[config.mk]
export PLATFORM = sky130hd
export DESIGN_NAME = icache_ctrl
export DESIGN_NICKNAME = d
export VERILOG_FILES = /design/src/rtl/icache_ctrl_pkg.sv /design/src/rtl/icache_ctrl_tag_ram.sv /design/src/rtl/icache_ctrl.sv
export SDC_FILE = /design/constraint.sdc
export NUM_CORES = 2
export LEC_CHECK = 0
export ABC_CLOCK_PERIOD_IN_PS = 3600
export CORE_ASPECT_RATIO = 1.1
export CORE_MARGIN = 5
export CORE_UTILIZATION = 40
export CTS_BUF_LIST = sky130_fd_sc_hd__clkbuf_2 sky130_fd_sc_hd__clkbuf_4 sky130_fd_sc_hd__clkbuf_8
export CTS_CLUSTER_SIZE = 10
export DETAILED_ROUTE_END_ITERATION = 8
export DONT_BUFFER_PORTS = 1
export PLACE_DENSITY = 0.65
export SLEW_MARGIN = 20
export SYNTH_ARGS = -nofsm -noshare
export SYNTH_HDL_FRONTEND = slang
export SYNTH_SLANG_ARGS = --single-unit
[constraint.sdc]
create_clock -name clk -period 3.6 [get_ports clk]
set_input_delay 0.36 -clock clk [delete_from_list [all_inputs] [get_ports clk]]
set_output_delay 0.36 -clock clk [all_outputs]
set_load 0.01 [all_outputs]
[src/rtl/icache_ctrl_pkg.sv]
// ---------------------------------------------------------------------------
// icache_ctrl_pkg
// Shared definitions for the direct-mapped instruction cache controller:
//   - default geometry (LINES, WORDS)
//   - FSM state encoding (IDLE, LOOKUP, REFILL, RESPOND)
//   - helper that derives the tag width from the geometry
// Optional feature macro used by the slice: ICACHE_STATS_EN (hit/miss counters).
// ---------------------------------------------------------------------------
package icache_ctrl_pkg;

    localparam int DEF_LINES = 16;
    localparam int DEF_WORDS = 4;

    typedef enum logic [1:0] {
        IDLE    = 2'd0,
        LOOKUP  = 2'd1,
        REFILL  = 2'd2,
        RESPOND = 2'd3
    } state_t;

    // Tag bits left over once the byte offset, word offset and index are removed.
    function automatic int tag_width(input int lines, input int words);
        return 30 - $clog2(words) - $clog2(lines);
    endfunction

endpackage

[src/rtl/icache_ctrl_tag_ram.sv]
// ---------------------------------------------------------------------------
// icache_tag_ram
// Tag and valid-bit storage for the instruction cache, one entry per line.
// Ports:
//   clk       system clock
//   clear     synchronous clear of every valid bit (reset or flush)
//   rd_index  line index looked up combinationally
//   rd_tag    stored tag of rd_index
//   rd_valid  valid bit of rd_index
//   wr_en     write wr_tag into wr_index and mark the line valid
//   wr_index  line index written
//   wr_tag    tag written
// Tags are never reset; only the valid bits are.
// ---------------------------------------------------------------------------
module icache_tag_ram #(
    parameter int LINES = 16,
    parameter int IDX_W = 4,
    parameter int TAG_W = 24
) (
    input  logic             clk,
    input  logic             clear,
    input  logic [IDX_W-1:0] rd_index,
    output logic [TAG_W-1:0] rd_tag,
    output logic             rd_valid,
    input  logic             wr_en,
    input  logic [IDX_W-1:0] wr_index,
    input  logic [TAG_W-1:0] wr_tag
);

    logic [TAG_W-1:0] tags [LINES];
    logic [LINES-1:0] valid;

    // Clear wins over a same-cycle fill so a reset during the last refill
    // beat leaves the line invalid.
    always_ff @(posedge clk) begin
        if (clear) begin
            valid <= '0;
        end else if (wr_en) begin
            valid[wr_index] <= 1'b1;
        end
    end

    always_ff @(posedge clk) begin
        if (wr_en) begin
            tags[wr_index] <= wr_tag;
        end
    end

    assign rd_tag   = tags[rd_index];
    assign rd_valid = valid[rd_index];

endmodule

[src/rtl/icache_ctrl.sv]
// ---------------------------------------------------------------------------
// icache_ctrl
// Direct-mapped read-only instruction cache between the fetch stage and a
// slow instruction memory. Misses stall the CPU while the whole line is
// refilled word by word over a req/ack handshake.
// Ports:
//   clk, rst             clock, synchronous active-high reset
//   cpu_req, cpu_addr    fetch request and byte address (bits [1:0] ignored)
//   cpu_data, cpu_valid  returned instruction, one-cycle valid pulse
//   cpu_stall            request accepted and not yet answered
//   flush                invalidate all lines (deferred while busy)
//   mem_req, mem_addr    backing-memory word read request
//   mem_rdata, mem_ack   backing-memory data and one-cycle completion
//   hit_count,miss_count statistics, built only with ICACHE_STATS_EN defined,
//                        otherwise tied to zero
// ---------------------------------------------------------------------------
module icache_ctrl
    import icache_ctrl_pkg::*;
#(
    parameter int LINES = DEF_LINES,
    parameter int WORDS = DEF_WORDS
) (
    input  logic        clk,
    input  logic        rst,
    input  logic        cpu_req,
    input  logic [31:0] cpu_addr,
    output logic [31:0] cpu_data,
    output logic        cpu_valid,
    output logic        cpu_stall,
    input  logic        flush,
    output logic        mem_req,
    output logic [31:0] mem_addr,
    input  logic [31:0] mem_rdata,
    input  logic        mem_ack,
    output logic [31:0] hit_count,
    output logic [31:0] miss_count
);

    localparam int OFF_W = $clog2(WORDS);
    localparam int IDX_W = $clog2(LINES);
    localparam int TAG_W = tag_width(LINES, WORDS);

    state_t           state;
    logic [31:0]      addr_q;
    logic [OFF_W-1:0] fill_cnt;
    logic [OFF_W-1:0] fill_next;
    logic             flush_pend;
    logic [31:0]      data_arr [LINES][WORDS];

    logic [OFF_W-1:0] req_word;
    logic [IDX_W-1:0] req_idx;
    logic [TAG_W-1:0] req_tag;
    logic [OFF_W-1:0] q_word;
    logic [IDX_W-1:0] q_idx;
    logic [TAG_W-1:0] q_tag;
    logic [TAG_W-1:0] rd_tag;
    logic             rd_valid;
    logic             hit_now;
    logic             fill_we;
    logic             last_beat;
    logic             going_idle;
    logic             clear_all;
    logic             unused_bits;

    assign req_word = cpu_addr[OFF_W+1:2];
    assign req_idx  = cpu_addr[OFF_W+IDX_W+1:OFF_W+2];
    assign req_tag  = cpu_addr[31:OFF_W+IDX_W+2];
    assign q_word   = addr_q[OFF_W+1:2];
    assign q_idx    = addr_q[OFF_W+IDX_W+1:OFF_W+2];
    assign q_tag    = addr_q[31:OFF_W+IDX_W+2];

    assign unused_bits = ^{cpu_addr[1:0], addr_q[1:0]};

    // The lookup is resolved as the request is accepted so that the hit
    // response is already registered during the LOOKUP cycle. A flush in the
    // same cycle wipes the line at that edge, so it forces a miss.
    assign hit_now   = rd_valid && (rd_tag == req_tag) && !flush;
    assign fill_we   = (state == REFILL) && mem_req && mem_ack;
    assign last_beat = fill_we && (fill_cnt == OFF_W'(WORDS - 1));
    assign fill_next = fill_cnt + OFF_W'(1);

    // A flush raised while busy is applied on the edge that returns to IDLE.
    assign going_idle = ((state == LOOKUP) && cpu_valid) || (state == RESPOND);
    assign clear_all  = rst
                     || (flush && (state == IDLE))
                     || (going_idle && (flush || flush_pend));

    icache_tag_ram #(
        .LINES (LINES),
        .IDX_W (IDX_W),
        .TAG_W (TAG_W)
    ) u_tag_ram (
        .clk      (clk),
        .clear    (clear_all),
        .rd_index (req_idx),
        .rd_tag   (rd_tag),
        .rd_valid (rd_valid),
        .wr_en    (last_beat && !rst),
        .wr_index (q_idx),
        .wr_tag   (q_tag)
    );

    // Line data is never reset; a partially filled line stays invalid.
    always_ff @(posedge clk) begin
        if (!rst && fill_we) begin
            data_arr[q_idx][fill_cnt] <= mem_rdata;
        end
    end

    always_ff @(posedge clk) begin
        if (rst) begin
            state      <= IDLE;
            addr_q     <= '0;
            fill_cnt   <= '0;
            flush_pend <= 1'b0;
            cpu_valid  <= 1'b0;
            cpu_stall  <= 1'b0;
            cpu_data   <= '0;
            mem_req    <= 1'b0;
            mem_addr   <= '0;
        end else begin
            case (state)
                IDLE: begin
                    flush_pend <= 1'b0;
                    if (cpu_req) begin
                        addr_q    <= cpu_addr;
                        state     <= LOOKUP;
                        cpu_valid <= hit_now;
                        cpu_stall <= !hit_now;
                        if (hit_now) begin
                            cpu_data <= data_arr[req_idx][req_word];
                        end
                    end
                end
                LOOKUP: begin
                    cpu_valid <= 1'b0;
                    if (flush) begin
                        flush_pend <= 1'b1;
                    end
                    if (cpu_valid) begin
                        state <= IDLE;
                    end else begin
                        state    <= REFILL;
                        fill_cnt <= '0;
                        mem_req  <= 1'b1;
                        mem_addr <= {q_tag, q_idx, {OFF_W{1'b0}}, 2'b00};
                    end
                end
                REFILL: begin
                    if (flush) begin
                        flush_pend <= 1'b1;
                    end
                    if (fill_we) begin
                        fill_cnt <= fill_next;
                        mem_addr <= {q_tag, q_idx, fill_next, 2'b00};
                        if (last_beat) begin
                            mem_req   <= 1'b0;
                            state     <= RESPOND;
                            cpu_valid <= 1'b1;
                            // The requested word may be the one arriving now.
                            cpu_data  <= (q_word == fill_cnt) ? mem_rdata
                                                              : data_arr[q_idx][q_word];
                        end
                    end
                end
                RESPOND: begin
                    cpu_valid  <= 1'b0;
                    cpu_stall  <= 1'b0;
                    flush_pend <= 1'b0;
                    state      <= IDLE;
                end
                default: state <= IDLE;
            endcase
        end
    end

`ifdef ICACHE_STATS_EN
    logic [31:0] hits_q;
    logic [31:0] misses_q;

    // In LOOKUP the registered cpu_valid is the hit/miss outcome.
    always_ff @(posedge clk) begin
        if (rst) begin
            hits_q   <= '0;
            misses_q <= '0;
        end else if (state == LOOKUP) begin
            if (cpu_valid) begin
                hits_q <= hits_q + 32'd1;
            end else begin
                misses_q <= misses_q + 32'd1;
            end
        end
    end

    assign hit_count  = hits_q;
    assign miss_count = misses_q;
`else
    assign hit_count  = '0;
    assign miss_count = '0;
`endif

endmodule
# After elaboration in Yosys (flattened, before gate mapping)
# Memories as Yosys holds them, arrays and structs flattened. A register that Yosys moved wholly into a read port is not among the register bits.
# Index checks and enable logic that the tools add are counted.
# word_totals
n_memories	2
elab_cells	115
ff_bits	120
ram_bits	2432
out_inout_bits	131
# op_classes
add_sub_neg	1
muxes	47
magnitude_cmp	7
bitwise	4
reduce_logical	32
eq_ne	12
# memory_table
name	depth	word_bits	rd	rd_ports_with_merged_regs	write_ports	line	source
data_arr	16	128	2	1	1	icache_ctrl.sv:48	logic [31:0] data_arr [LINES][WORDS];
u_tag_ram.tags	16	24	1	0	1	icache_ctrl_tag_ram.sv:30	logic [TAG_W-1:0] tags [LINES];
# op_table
op	n
2-to-1 mux 32 bit	12
binary-select mux 32 bit (select 2 bit)	2
2-to-1 mux 128 bit	1
one-hot mux 32 bit (2 select lines)	2
demux 32 bit (select 2 bit)	1
== test 24 bit	1
OR 16 bit	1
2-to-1 mux 1 bit	13
logical AND 1 bit	12
2-to-1 mux 2 bit	6
< comparator 4 x 5 -> 1 bit, second input constant	2
inequality test 2 bit, second input constant	5
>= comparator 3 bit, second input constant	3
NOT 2 -> 3 bit	3
2-to-1 mux 4 bit	2
one-hot mux 2 bit (4 select lines)	1
== test 2 bit, second input constant	3
one-hot mux 1 bit (2 select lines)	3
AND reduction 3 bit	2
nonzero test 2 bit	3
OR reduction 2 bit	3
AND reduction 5 bit	1
binary-select mux 1 bit (select 4 bit)	1
demux 1 bit (select 4 bit)	1
13 further kinds	19

# Depth between registers and ports, before layout
# depth
depth_word	8
depth_mapped	16
mapped_depth_nobuf	10

# Cells and area by module
# From an unflattened synthesis, not the netlist that was laid out.
# hier_totals
cells_unflattened	6083
hier_area_um2	115079.1
# modules_own_cells
mod	area_per_inst_um2	instances	seq_area_each_um2	cells_each
icache_ctrl	99978.4	1	63540.9	5405
icache_tag_ram	15100.7	1	11851.4	678

# Worst setup path before layout
# OpenSTA, ideal clock, no wires.
# synth_timing
path_type	register to register
from	register state[0]
to	memory data_arr[3][0] (netlist bit) (enable)
setup_slack_ps	197
path_stages_with_launch	10
arrival_time_ps	2982
n_path_buf	3
path_cell_list	dfxtp_1 -> inv_1 -> ha_1 -> buf_4 -> nand3_1 -> nor2_1 -> nand2_1 -> clkbuf_1 -> buf_1 -> nor2_1
# synth_via
elab_chain_len	6
# synth_rtl
item	line	source
start, declared	icache_ctrl.sv:43	state_t state;
start signal, assigned	icache_ctrl.sv:112	state <= IDLE;
start signal, assigned	icache_ctrl.sv:127	state <= LOOKUP;
start signal, assigned	icache_ctrl.sv:141	state <= IDLE;
== test 2 bit	icache_ctrl.sv:78	assign fill_we = (state == REFILL) && mem_req && mem_ack;
logical AND 1 bit (2 in series)	icache_ctrl.sv:78	
logical AND 1 bit	icache_ctrl.sv:105	if (!rst && fill_we) begin
2-to-1 mux 1 bit	icache_ctrl.sv:105	
2-to-1 mux 128 bit (implied by the code)	icache_ctrl.sv:106	data_arr[q_idx][fill_cnt] <= mem_rdata;
end, declared	icache_ctrl.sv:48	
# Every way passes these cells.

==> impl_results.html <==
<table>
<tr><th>Metric</th><th>Value</th></tr>
<tr><th colspan="2">Die</th></tr>
<tr><td>Starting utilization of the core area</td><td>40.21%</td></tr>
<tr><td>CORE AREA</td><td>286900 sq um</td></tr>
<tr><td>Die H</td><td>573.2 um</td></tr>
<tr><td>Die Area</td><td>299300 sq um</td></tr>
<tr><td>Horizontal extent of the die</td><td>522.0 um</td></tr>
<tr><td>IO Count</td><td>200</td></tr>
<tr><td>Row Count</td><td>206</td></tr>
<tr><th colspan="2">Critical path</th></tr>
<tr><td>Required time worst endpoint</td><td>4490 ps</td></tr>
<tr><td>Most common cell type on the critical path</td><td>sky130_fd_sc_hd__buf_12</td></tr>
<tr><td>Setup Crit Path Kind</td><td>reg -&gt; reg</td></tr>
<tr><td>CP max FO</td><td>47</td></tr>
<tr><td>Reg-to-reg critical path endpoint</td><td>cpu_data[24]</td></tr>
<tr><td>Setup slack on the worst flop-to-flop path</td><td>50 ps</td></tr>
<tr><td>Worst path top cell family by delay</td><td>compound AO/OA/AOI/OAI gates</td></tr>
<tr><td>Buffers &amp; Inverters on Critical Path</td><td>3</td></tr>
<tr><td>Crit path max-delay cell type</td><td>sky130_fd_sc_hd__mux4_2</td></tr>
<tr><td>List of cells traversed by the critical path</td><td>buf_12 &gt; buf_12 &gt; buf_12 &gt; mux4_2 &gt; a22oi_1 &gt; a21oi_1 &gt; a2111oi_0 &gt; a21oi_1 &gt; a221oi_1 &gt; a31oi_1</td></tr>
<tr><td>Critical Path Source Type</td><td>flip-flop</td></tr>
<tr><td>Crit. End Element</td><td>flip-flop</td></tr>
<tr><td>Data arrival time of the worst path</td><td>4430 ps</td></tr>
<tr><td>Cell depth of the worst flop-to-flop path</td><td>10</td></tr>
<tr><td>Stage delay of the slowest cell on the critical path</td><td>620 ps</td></tr>
<tr><th colspan="2">Clock network</th></tr>
<tr><td>Clock tree from TritonCTS</td><td>built</td></tr>
<tr><td>Number of levels in the clock H-tree</td><td>5</td></tr>
<tr><td>Cell at the root of the clock tree</td><td>sky130_fd_sc_hd__clkbuf_8</td></tr>
<tr><td>Worst skew pair latency</td><td>1020 ps</td></tr>
<tr><td>Clock Path Buffers</td><td>4</td></tr>
<tr><td>Clock tree sinks</td><td>2550</td></tr>
<tr><td>Clock slew at the register clock pins of the worst setup and hold paths</td><td>60 ps</td></tr>
<tr><td>Number of CTS-inserted buffers</td><td>404</td></tr>
<tr><th colspan="2">Timing</th></tr>
<tr><td>Setup skew after layout</td><td>110.4 ps</td></tr>
<tr><td>Count of pins over their slew limit</td><td>0</td></tr>
<tr><td>Unrepaired setup endpoints after global routing</td><td>true</td></tr>
<tr><td>Total Neg Setup Slack</td><td>0 ps</td></tr>
<tr><td>Tmin final</td><td>3549 ps</td></tr>
<tr><td>Timing-limited maximum frequency</td><td>0.2817 GHz</td></tr>
<tr><td>WHS</td><td>93.65 ps</td></tr>
<tr><td>Transition time at the pin with the least slew margin</td><td>1061 ps</td></tr>
<tr><td>Fin. Hold Viols</td><td>0</td></tr>
<tr><td>Crit share post-route</td><td>98.59%</td></tr>
<tr><td>Final setup violation count</td><td>0</td></tr>
<tr><td>Tightest slew margin relative to the limit</td><td>29.00%</td></tr>
<tr><th colspan="2">Detailed routing</th></tr>
<tr><td>Via density per instance</td><td>6.383</td></tr>
<tr><td>Number of nets with antenna violations after detailed routing</td><td>0</td></tr>
<tr><td>Average routed wire per standard cell</td><td>34.23 um</td></tr>
<tr><td>Overall via count from detail_route</td><td>65793</td></tr>
<tr><td>Count of routing violations after the opening detailed-route iteration</td><td>8536</td></tr>
<tr><td>DRC violation count after routing</td><td>0</td></tr>
<tr><td>Detailed-router iteration count before antenna repair</td><td>6</td></tr>
<tr><td>Post-Route WL</td><td>352800 um</td></tr>
<tr><th colspan="2">Run</th></tr>
<tr><td>Max-cap violation count</td><td>0</td></tr>
<tr><th colspan="2">Synth</th></tr>
<tr><td>Primary flip-flop cell chosen by synthesis mapping</td><td>sky130_fd_sc_hd__edfxtp_1</td></tr>
<tr><td>Proportion of register bits with asynchronous set or reset after synthesis</td><td>0%</td></tr>
<tr><td>Sequential share of the synthesized area</td><td>65.35%</td></tr>
<tr><td>Yosys top cell by area</td><td>sky130_fd_sc_hd__edfxtp_1</td></tr>
<tr><td>Summed instance area of the synthesized netlist</td><td>115400 sq um</td></tr>
<tr><td>Post-Syn Instances</td><td>5656</td></tr>
<tr><td>Yosys top cell area share</td><td>63.31%</td></tr>
<tr><td>Synth top area cells</td><td>sky130_fd_sc_hd__edfxtp_1 (63%), sky130_fd_sc_hd__mux4_2 (24%), sky130_fd_sc_hd__dfxtp_1 (2.0%)</td></tr>
<tr><td>Post-synthesis average cell area</td><td>20.40 sq um</td></tr>
<tr><td>Synth Register Bits</td><td>2550</td></tr>
<tr><td>Total of warnings raised by yosys</td><td>0</td></tr>
<tr><td>Number of distinct library cells after synthesis</td><td>75</td></tr>
<tr><td>Count of flip-flops with a built-in enable after synthesis</td><td>2432</td></tr>
<tr><th colspan="2">Global route</th></tr>
<tr><td>First-pass GRT wire length</td><td>495800 um</td></tr>
<tr><td>Total global routing overflow</td><td>0</td></tr>
<tr><td>GRT Total Usage</td><td>22.88%</td></tr>
<tr><td>Via count of the first global-routing pass</td><td>66695</td></tr>
<tr><td>Number of antenna violations at the first check in global routing</td><td>27</td></tr>
<tr><td>Largest net degree at the start of global routing</td><td>619</td></tr>
<tr><th colspan="2">Worst hold path</th></tr>
<tr><td>Hold path depth</td><td>5</td></tr>
<tr><td>Hold path startpoint</td><td>mem_rdata[1]</td></tr>
<tr><td>End point of the worst hold path</td><td>cpu_data[1]</td></tr>
<tr><td>Worst hold path class</td><td>in -&gt; reg</td></tr>
<tr><th colspan="2">Cells and area</th></tr>
<tr><td>Commonest non-fill, non-tap cell in the layout</td><td>sky130_fd_sc_hd__edfxtp_1</td></tr>
<tr><td>Synth-to-layout area growth</td><td>15.06%</td></tr>
<tr><td>Nets</td><td>6193</td></tr>
<tr><td>Layout cells sized above 1</td><td>38.07%</td></tr>
<tr><td>Most frequent cells in the layout</td><td>sky130_fd_sc_hd__edfxtp_1 (2432), sky130_fd_sc_hd__mux4_2 (1237), sky130_fd_sc_hd__clkbuf_8 (428), sky130_fd_sc_hd__buf_4 (230), sky130_fd_sc_hd__nand2_1 (209)</td></tr>
<tr><th colspan="2">Run status</th></tr>
<tr><td>Result of the run</td><td>completed</td></tr>
<tr><th colspan="2">Power and ir drop</th></tr>
<tr><td>Pwr per Cell Area</td><td>479.9 nW/um^2</td></tr>
<tr><td>Leakage Power</td><td>40.58 nW</td></tr>
<tr><td>Maximum resistive drop on vdd</td><td>445.7 uV</td></tr>
<tr><th colspan="2">Placed design</th></tr>
<tr><td>RePlAce Congestion</td><td>0.8278</td></tr>
<tr><td>Number of I/O port buffers</td><td>0</td></tr>
<tr><td>Estimated wirelength of the detail-placed design</td><td>205100 um</td></tr>
</table>
-- cells by family after synthesis --
family	after synthesis	synth area share (%)
adder cells (fa/ha/maj)	9	0.09761
other	1	0.003251
XOR/XNOR	26	0.1974
AND/OR/NAND/NOR	545	2.149
multiplexers	1472	26.46
AO/OA/AOI/OAI	536	3.226
flip-flops	2550	65.35
buffers and inverters	517	2.513
-- area by class of cell --
| cell class | count | area [sq um] |
|---|---|---|
| sequential | 2550 | 75410 |
| timing repair buffer | 491 | 6252 |
| multi-input combinational | 2655 | 38130 |
| clock inverter | 168 | 1127 |
| tap | 3848 | 4815 |
| antenna | 21 | 52.55 |
| fill | 23626 | 154100 |
| inverter | 13 | 56.30 |
| clock buffer | 561 | 6889 |
-- registers in the layout (all words and copies together) (netlist names), 16 cells and up, named ones only --
register / flops
addr_q: 30
cpu_data: 32
data_arr: 2048
mem_addr: 29
u_tag_ram.tags: 384
u_tag_ram.valid: 16
-- how the worst max path moves through the flow --
stage | from | slack [ps] | cells after the start | end
3_3_place_gp | cpu_addr[4] | -1550 | 11 | cpu_data[20]
2_1_floorplan | state[0] | 200 | 9 | data_arr[3][0]
5_1_grt | flip-flop | -3 | 11 | cpu_data[9]
4_1_cts | flip-flop | 70 | 11 | cpu_data[4]
6_report | flip-flop | 50 | 10 | cpu_data[24]
3_5_place_dp | cpu_addr[4] | -1240 | 11 | cpu_data[20]
-- timing repair --
item	4_1_cts	5_1_grt
gates resized for setup	2	17
buffers inserted	0	4
hold buffers	139	1
setup endpoints to repair	13	47
pin swaps	1	1
endpoints found under the hold margin	2160	10
gates cloned	1	7
-- metrics by stage --
step	util, %	cell area (sq um)	worst slack, ps	total power [W]	std cells
floorplan	-	115600	196.7	0.03705	5721
global placement	42.60	122200	-1547	0.03846	9400
detailed placement	42.61	122200	-1239	0.03849	9401
CTS	46.11	132300	68.83	0.06372	10270
global route	46.26	132700	-2.572	0.06575	10298
finish	46.27	132700	50.68	0.06370	10307
-- worst register-to-register path, cell delays in order (launching register included) --
cell                        delay [ps]
sky130_fd_sc_hd__dfxtp_4           500
sky130_fd_sc_hd__buf_12            220
sky130_fd_sc_hd__buf_12            220
sky130_fd_sc_hd__buf_12            350
sky130_fd_sc_hd__mux4_2            660
sky130_fd_sc_hd__a22oi_1           230
sky130_fd_sc_hd__a21oi_1           140
sky130_fd_sc_hd__a2111oi_0         490
sky130_fd_sc_hd__a21oi_1           160
sky130_fd_sc_hd__a221oi_1          360
sky130_fd_sc_hd__a31oi_1           130
-- synthesized netlist by cell type (5+ instances only) --
library cell,n
sky130_fd_sc_hd__a2111oi_0,26
sky130_fd_sc_hd__a211oi_1,5
sky130_fd_sc_hd__a21oi_1,137
sky130_fd_sc_hd__a221o_1,10
sky130_fd_sc_hd__a221oi_1,59
sky130_fd_sc_hd__a22o_1,20
sky130_fd_sc_hd__a22oi_1,88
sky130_fd_sc_hd__a31oi_1,19
sky130_fd_sc_hd__and3_1,14
sky130_fd_sc_hd__buf_1,18
sky130_fd_sc_hd__buf_12,5
sky130_fd_sc_hd__buf_2,178
sky130_fd_sc_hd__buf_4,120
sky130_fd_sc_hd__buf_6,25
sky130_fd_sc_hd__clkbuf_1,156
sky130_fd_sc_hd__dfxtp_1,118
sky130_fd_sc_hd__edfxtp_1,2432
sky130_fd_sc_hd__ha_1,9
sky130_fd_sc_hd__inv_1,9
sky130_fd_sc_hd__mux2_2,70
sky130_fd_sc_hd__mux2i_1,151
sky130_fd_sc_hd__mux4_1,14
sky130_fd_sc_hd__mux4_2,1237
sky130_fd_sc_hd__nand2_1,211
sky130_fd_sc_hd__nand2b_1,7
sky130_fd_sc_hd__nand3_1,14
sky130_fd_sc_hd__nand4_1,22
sky130_fd_sc_hd__nor2_1,175
sky130_fd_sc_hd__nor2b_1,22
sky130_fd_sc_hd__nor3_1,24
sky130_fd_sc_hd__o21a_1,6
sky130_fd_sc_hd__o21ai_0,47
sky130_fd_sc_hd__o221ai_1,29
sky130_fd_sc_hd__o22ai_1,47
sky130_fd_sc_hd__o311ai_1,16
sky130_fd_sc_hd__or3_1,7
sky130_fd_sc_hd__or4_1,17
sky130_fd_sc_hd__xnor2_1,21
sky130_fd_sc_hd__xor2_1,5
-- power breakdown --
part,switching (W),internal (W)
clock network,0.0117,0.0131
registers,0.000193,0.0326
logic,0.00340,0.00272
total,0.0153,0.0484
-- metal layers --
metal,wire length (um),vias up,global-route usage [%]
met5,100,-,0
met4,13100,16,7.696
met3,40450,763,5.655
met2,168300,4278,36.32
met1,130800,35283,31.07
li1,-,25453,-
Power figures use the tool's default switching activity.
